$ cat src/rtl/alarm_seq_ctrl_pkg.sv
// Shared types for the alarm sequencer: FSM states and keypad codes.
package alarm_pkg;
  typedef enum logic [2:0] {DISARMED, EXIT_WAIT, ARMED, ENTRY_WAIT, ALARM} state_e;

  localparam logic [3:0] KEY_NONE  = 4'h0;
  localparam logic [3:0] KEY_ENTER = 4'hA;
  localparam logic [3:0] KEY_CLEAR = 4'hB;

  function automatic logic is_digit(input logic [3:0] k);
    return (k >= 4'd1) && (k <= 4'd9);
  endfunction
endpackage

$ cat src/rtl/alarm_seq_ctrl_pin_entry.sv
// Keypad edge detect, 4-digit entry buffer and PIN comparator.
module pin_entry
  import alarm_pkg::*;
#(
  parameter logic [15:0] PIN = 16'h1234
) (
  input  logic       clk,
  input  logic       reset,
  input  logic [3:0] keypad_i,
  input  logic       lock_i,
  output logic       pin_ok_o,
  output logic       pin_bad_o
);
  logic [3:0]  key_q;
  logic [15:0] buf_q, buf_d;
  logic [2:0]  cnt_q, cnt_d;
  logic        inv_q, inv_d;
  logic        ok_d, bad_d;
  logic        key_evt;

  assign key_evt = (keypad_i != KEY_NONE) && (key_q == KEY_NONE);

  always_comb begin
    buf_d = buf_q;
    cnt_d = cnt_q;
    inv_d = inv_q;
    ok_d  = 1'b0;
    bad_d = 1'b0;
    if (lock_i) begin
      buf_d = '0;
      cnt_d = '0;
      inv_d = 1'b0;
    end else if (key_evt) begin
      if (is_digit(keypad_i)) begin
        buf_d = {buf_q[11:0], keypad_i};
        if (cnt_q == 3'd4) inv_d = 1'b1;
        else               cnt_d = cnt_q + 3'd1;
      end else if (keypad_i == KEY_ENTER) begin
        ok_d  = (cnt_q == 3'd4) && !inv_q && (buf_q == PIN);
        bad_d = !ok_d;
        buf_d = '0;
        cnt_d = '0;
        inv_d = 1'b0;
      end else if (keypad_i == KEY_CLEAR) begin
        buf_d = '0;
        cnt_d = '0;
        inv_d = 1'b0;
      end
    end
  end

  // key_q resets nonzero so a key held through reset is not taken as a press
  always_ff @(posedge clk or posedge reset) begin
    if (reset) begin
      key_q     <= 4'hF;
      buf_q     <= '0;
      cnt_q     <= '0;
      inv_q     <= 1'b0;
      pin_ok_o  <= 1'b0;
      pin_bad_o <= 1'b0;
    end else begin
      key_q     <= keypad_i;
      buf_q     <= buf_d;
      cnt_q     <= cnt_d;
      inv_q     <= inv_d;
      pin_ok_o  <= ok_d;
      pin_bad_o <= bad_d;
    end
  end
endmodule

$ cat src/rtl/alarm_seq_ctrl.sv
// Alarm sequencer: exit/entry delays, siren timeout and wrong-PIN lockout.
module alarm_seq_ctrl
  import alarm_pkg::*;
#(
  parameter int          EXIT_DLY  = 20,
  parameter int          ENTRY_DLY = 10,
  parameter int          SIREN_TO  = 60,
  parameter int          LOCK_TO   = 30,
  parameter logic [15:0] PIN       = 16'h1234,
  parameter int          MAX_FAIL  = 3
) (
  input  logic       clk,
  input  logic       reset,
  input  logic       ENA,
  input  logic       front_door,
  input  logic       rear_door,
  input  logic       window,
  input  logic [3:0] keypad,
  output logic       alarm_siren,
  output logic       is_armed,
  output logic       is_wait_delay,
  output logic       code_error,
  output logic       lockout
);
  localparam int M1   = (EXIT_DLY > ENTRY_DLY) ? EXIT_DLY : ENTRY_DLY;
  localparam int M2   = (SIREN_TO > LOCK_TO) ? SIREN_TO : LOCK_TO;
  localparam int MAXD = (M1 > M2) ? M1 : M2;
  localparam int TW   = $clog2(MAXD) + 1;
  localparam int FW   = $clog2(MAX_FAIL + 1);

  localparam logic [TW-1:0] EXIT_T  = TW'(EXIT_DLY);
  localparam logic [TW-1:0] ENTRY_T = TW'(ENTRY_DLY);
  localparam logic [TW-1:0] SIREN_T = TW'(SIREN_TO);
  localparam logic [TW-1:0] LOCK_T  = TW'(LOCK_TO);
  localparam logic [TW-1:0] ONE     = TW'(1);

  state_e        state_q;
  logic [TW-1:0] tmr_q, lock_tmr_q;
  logic [FW-1:0] fail_q;
  logic          pin_ok, pin_bad, lock_hit;

  pin_entry #(.PIN(PIN)) u_pin (
    .clk      (clk),
    .reset    (reset),
    .keypad_i (keypad),
    .lock_i   (lockout),
    .pin_ok_o (pin_ok),
    .pin_bad_o(pin_bad)
  );

  assign lock_hit = pin_bad && ((int'(fail_q) + 1) >= MAX_FAIL);

  always_ff @(posedge clk or posedge reset) begin
    if (reset) begin
      state_q       <= DISARMED;
      tmr_q         <= '0;
      lock_tmr_q    <= '0;
      fail_q        <= '0;
      alarm_siren   <= 1'b0;
      is_armed      <= 1'b0;
      is_wait_delay <= 1'b0;
      code_error    <= 1'b0;
      lockout       <= 1'b0;
    end else begin
      alarm_siren   <= (state_q == ALARM);
      is_armed      <= (state_q == ARMED) || (state_q == ENTRY_WAIT) || (state_q == ALARM);
      is_wait_delay <= (state_q == EXIT_WAIT) || (state_q == ENTRY_WAIT);
      code_error    <= pin_bad;

      if (lock_hit) begin
        fail_q     <= fail_q + FW'(1);
        lockout    <= 1'b1;
        lock_tmr_q <= LOCK_T;
      end else if (pin_bad) begin
        fail_q <= fail_q + FW'(1);
      end else if (pin_ok) begin
        fail_q <= '0;
      end else if (lockout && ENA) begin
        if (lock_tmr_q <= ONE) begin
          lockout    <= 1'b0;
          lock_tmr_q <= '0;
          fail_q     <= '0;
        end else begin
          lock_tmr_q <= lock_tmr_q - ONE;
        end
      end

      // pin_ok is checked first everywhere so it beats expiry and sensors
      case (state_q)
        DISARMED: if (pin_ok) begin state_q <= EXIT_WAIT; tmr_q <= EXIT_T; end
        EXIT_WAIT: begin
          if (pin_ok) begin state_q <= DISARMED; tmr_q <= '0; end
          else if (ENA) begin
            if (tmr_q <= ONE) begin state_q <= ARMED; tmr_q <= '0; end
            else tmr_q <= tmr_q - ONE;
          end
        end
        ARMED: begin
          if (pin_ok) begin state_q <= DISARMED; tmr_q <= '0; end
          else if (window || lock_hit) begin state_q <= ALARM; tmr_q <= SIREN_T; end
          else if (front_door || rear_door) begin state_q <= ENTRY_WAIT; tmr_q <= ENTRY_T; end
        end
        ENTRY_WAIT: begin
          if (pin_ok) begin state_q <= DISARMED; tmr_q <= '0; end
          else if (window || lock_hit) begin state_q <= ALARM; tmr_q <= SIREN_T; end
          else if (ENA) begin
            if (tmr_q <= ONE) begin state_q <= ALARM; tmr_q <= SIREN_T; end
            else tmr_q <= tmr_q - ONE;
          end
        end
        ALARM: begin
          if (pin_ok) begin state_q <= DISARMED; tmr_q <= '0; end
          else if (ENA) begin
            if (tmr_q <= ONE) begin state_q <= ARMED; tmr_q <= '0; end
            else tmr_q <= tmr_q - ONE;
          end
        end
        default: begin state_q <= DISARMED; tmr_q <= '0; end
      endcase
    end
  end
endmodule
$ cat config.mk
export PLATFORM = sky130hd
export DESIGN_NAME = alarm_seq_ctrl
export DESIGN_NICKNAME = d
export VERILOG_FILES = /design/src/rtl/alarm_seq_ctrl_pkg.sv /design/src/rtl/alarm_seq_ctrl_pin_entry.sv /design/src/rtl/alarm_seq_ctrl.sv
export SDC_FILE = /design/constraint.sdc
export NUM_CORES = 1
export LEC_CHECK = 0
export ABC_CLOCK_PERIOD_IN_PS = 4400
export BUFFER_PORTS_ARGS = -buffer_cell sky130_fd_sc_hd__buf_4
export CAP_MARGIN = 20
export CORE_UTILIZATION = 50
export DETAILED_ROUTE_END_ITERATION = 10
export PLACE_DENSITY = 0.76
export SLEW_MARGIN = 20
export SYNTH_ARGS = -nofsm -noshare
export SYNTH_HDL_FRONTEND = slang
export SYNTH_SLANG_ARGS = --single-unit
$ cat constraint.sdc
create_clock -name clk -period 4.4 [get_ports clk]
set_input_delay 0.88 -clock clk [delete_from_list [all_inputs] [get_ports clk]]
set_output_delay 0.88 -clock clk [all_outputs]
set_load 0.005 [all_outputs]
==> metrics.log <==
INFO  metric run_status = finished clean
INFO  metric critical_setup_path_kind = in -> reg
INFO  metric cts_max_path_buffers = 2
INFO  metric post-route-min-period = 2.274 ns
INFO  metric port_buffers = 14
INFO  metric p_int = 1017 uW
INFO  metric synthFlopType = dfrtp_1
INFO  metric cellLeakagePower = 0.001225 uW
INFO  metric place_ws = 1.631 ns
INFO  metric cts_sinks = 50
INFO  metric setup_repair_after_global_routing_missed_its_margin = false
INFO  metric die_area = 5289 um^2
INFO  metric postSynthCellCount = 239
INFO  metric share_comb_of_total_power = 38.9%
INFO  metric maxSlewHeadroom = 43.89%
INFO  metric wl_per_cell = 14.98 um
INFO  metric cellPowerDensity = 605.4 nW/um^2
INFO  metric gp_congestion = 0.8443
INFO  metric cts_hold_repair.buffers = 0
INFO  metric dp.final_hpwl = 3.343 mm
INFO  metric layout.core_utilization = 57.66%
INFO  metric p_sw_share = 38.72%
INFO  metric setup-violations-final = 0
INFO  metric drt_iter0_markers = 116
INFO  metric via_count_of_the_first_global_routing_pass = 1838
INFO  metric critical_path.startpoint_type = primary input
INFO  metric grt_pass1_wl = 8.328 mm
INFO  metric seq_power_share = 44.3%
INFO  metric tightest_slew = 0.8407 ns
INFO  metric firstDrtPassIters = 4
INFO  metric clockPowerShare = 16.7%
INFO  metric clk_latency = 0.31 ns
INFO  metric number_of_gates_resized_after_cts = 0
INFO  metric finish.instance_area = 2741 um^2
INFO  metric core_area = 4755 um^2
INFO  metric clock-skew-final = 0.007347 ns
INFO  metric worst_ir_drop_vdd = 285.4 uV
INFO  metric detail_route.vias_per_cell = 5.694
INFO  metric pin_count_of_the_biggest_net_entering_global_routing = 51
INFO  metric crit_path_end_kind = register
INFO  metric wirelength = 4.794 mm
INFO  metric worst_slack = 2.126 ns
INFO  metric grt.total_usage = 20.81%
INFO  metric postPlaceCellArea = 2643 um^2
INFO  metric synth_enable_flop_cells = 0
INFO  metric hold_viol = 0
INFO  metric fin_nets = 270
INFO  metric grt.overflow.total = 0
INFO  metric synth_area_per_cell = 10.47 um^2
INFO  metric worst_ep_arrival_time = 2.47 ns
INFO  metric fmax = 439.7 MHz
INFO  metric syn-num-nets = 257
INFO  metric drive_gt1_share = 16.21%
INFO  metric num_rows = 25
INFO  metric tritoncts = done
INFO  metric yosysWarnings = 0
INFO  metric cts_inserted_buffers = 5
INFO  metric die-width = 72.73 um
INFO  metric report.final.slew_viol_count = 0
INFO  metric htreeDepth = 2
INFO  metric areaGrowthSynthToFinish = 9.605%
INFO  metric worst_hold_path_type = reg -> reg
INFO  metric setup_tns = 0 ns
INFO  metric effective_utilization_at_floorplan = 52.61%
INFO  metric clkTransAtPathRegs = 0.09 ns
INFO  metric boundaryPins = 15
INFO  metric async_reset_ff_share = 100.0%
INFO  metric max_cap_violations = 0
INFO  metric drt_drc = 0
INFO  metric n_antenna_cell = 0
INFO  metric postSynthRegisterBits = 50
INFO  metric clockRootBuffer = clkbuf_8
INFO  metric sequential_element_share_of_the_synthesized_area = 50.23%
INFO  metric post-cts-setup-buffer-count = 0
INFO  metric initial_antenna_violation_count = 0
INFO  metric synthDistinctLibCells = 61
INFO  metric drt.antenna.violating_nets = 0
INFO  metric final.period_utilization = 51.69%
INFO  metric die_height = 72.73 um
INFO  metric vias = 1822
INFO  metric worst-path-max-fanout = 21
INFO  metric netSwitchingPower = 642.6 uW
INFO  metric worstPathRequired = 4.60 ns
INFO  metric syn-cell-area = 2501 um^2
-- worst max-delay path, stage by stage --
cell	delay [ns]
buf_4	0.13
or4_1	0.54
a31oi_1	0.18
buf_4	0.26
nor2b_2	0.19
a32o_1	0.28
-- cells in the mapped netlist (2+ instances only) --
master,instances,share of area [%]
nor2b_1,3,0.75
o31ai_1,2,0.60
o21a_1,2,0.60
dfstp_2,4,4.2
a211oi_1,2,0.60
a22o_1,17,6.0
clkbuf_1,2,0.30
nor3_1,11,2.2
a21oi_1,14,2.8
o22ai_1,3,0.75
nand2_1,13,2.0
nor4_1,7,1.8
and3_1,2,0.50
inv_1,17,2.6
dfrtp_1,46,46
ha_1,8,4.0
nand3_1,7,1.4
nor4b_1,3,1.1
buf_2,5,1.0
nand2b_1,2,0.50
o21ai_0,13,2.6
a32oi_1,2,0.70
a21o_1,2,0.60
mux2i_1,3,1.2
buf_6,2,0.90
nor2_1,12,1.8
-- registers in the layout, summed over array words and instances, names as in the netlist --
signal and flops:
u_pin.buf_q 16, lock_tmr_q 7, tmr_q 7, u_pin.key_q 4, state_q 3, u_pin.cnt_q 3, fail_q 2, alarm_siren 1
code_error 1, is_armed 1, is_wait_delay 1, lockout 1, u_pin.inv_q 1, u_pin.pin_bad_o 1, u_pin.pin_ok_o 1
-- power groups by stage --
| stage | Sequential, uW | Clock (uW) | Combinational, uW |
|---|---|---|---|
| after CTS | 733 | 286 | 644 |
| after detailed placement | 740 | 0 | 639 |
| after global placement | 737 | 0 | 620 |
| after global routing | 758 | 305 | 731 |
| final | 736 | 277 | 646 |
| after floorplan | 687 | 0 | 539 |
-- per-stage QoR --
stage | hold WS (ns) | cells | total power, uW
final | 0.5060 | 320 | 1660
after global routing | 0.5329 | 320 | 1794
after CTS | 0.5058 | 320 | 1664
after detailed placement | 0.4857 | 312 | 1378
after global placement | 0.4713 | 312 | 1357
after floorplan | 0.4203 | 239 | 1226
-- cells by family (layout without fill, tap and decap cells) --
kind of cell | count (synthesis) | in the layout | share of synthesized area [%]
AOI/OAI and AO/OA | 71 | 71 | 20.26
xor gates and xnor gates | 1 | 1 | 0.3502
adders and majority gates | 9 | 9 | 4.402
buffers and inverters | 27 | 41 | 4.902
muxes | 4 | 4 | 1.651
and+or+nand+nor | 77 | 77 | 18.21
DFF | 50 | 50 | 50.22
-- cell type report --
type                    count  area (um^2)
well taps                  67        83.83
multi-input cells         162         1125
flip-flops and latches     50         1256
clock inverters             2        12.51
repair buffers             15        112.6
clock buffers               6        82.58
inverters                  18        68.82
fillers                   427         2013
-- placed cells by master, fill, tap and decap left out, types with 2 or more instances in the layout --
| cell type | instances |
|---|---|
| nand2b_1 | 2 |
| nor2_1 | 12 |
| a21o_1 | 2 |
| nand2_1 | 13 |
| and3_1 | 2 |
| a211oi_1 | 2 |
| clkinv_2 | 2 |
| a32oi_1 | 2 |
| dfstp_2 | 4 |
| o22ai_1 | 3 |
| a21oi_1 | 14 |
| nor4_1 | 7 |
| dfrtp_1 | 46 |
| a22o_1 | 17 |
| mux2i_1 | 3 |
| nor4b_1 | 3 |
| nor2b_1 | 2 |
| nor3_1 | 11 |
| clkbuf_8 | 6 |
| o31ai_1 | 2 |
| buf_4 | 15 |
| ha_1 | 8 |
| inv_1 | 16 |
| o21ai_0 | 13 |
| o21a_1 | 2 |
| nand3_1 | 7 |
-- metal layers --
layer / global-route usage, % / wire (um) / vias up
met3: 5.249 / 176 / 7
li1: - / - / 913
met4: 10.02 / 86 / 0
met2: 33.44 / 2284 / 32
met5: 0 / 0 / -
met1: 26.36 / 2247 / 870
-- worst paths after layout --
kind | from | endpoint | slack (ns) | cells past startpoint
setup / recovery | keypad[3] | u_pin.cnt_q[1] | 2.13 | 6
hold / removal | u_pin.pin_bad_o | code_error | 0.51 | 0
setup reg to reg | fail_q[0] | state_q[0] | 2.27 | 7
hold reg to reg | u_pin.pin_bad_o | code_error | 0.51 | 0
max in group asynchronous | reset | state_q[2] | 3.19 | 2
min in group asynchronous | reset | u_pin.cnt_q[1] | 0.72 | 2
(Power assumes the default switching activity.)
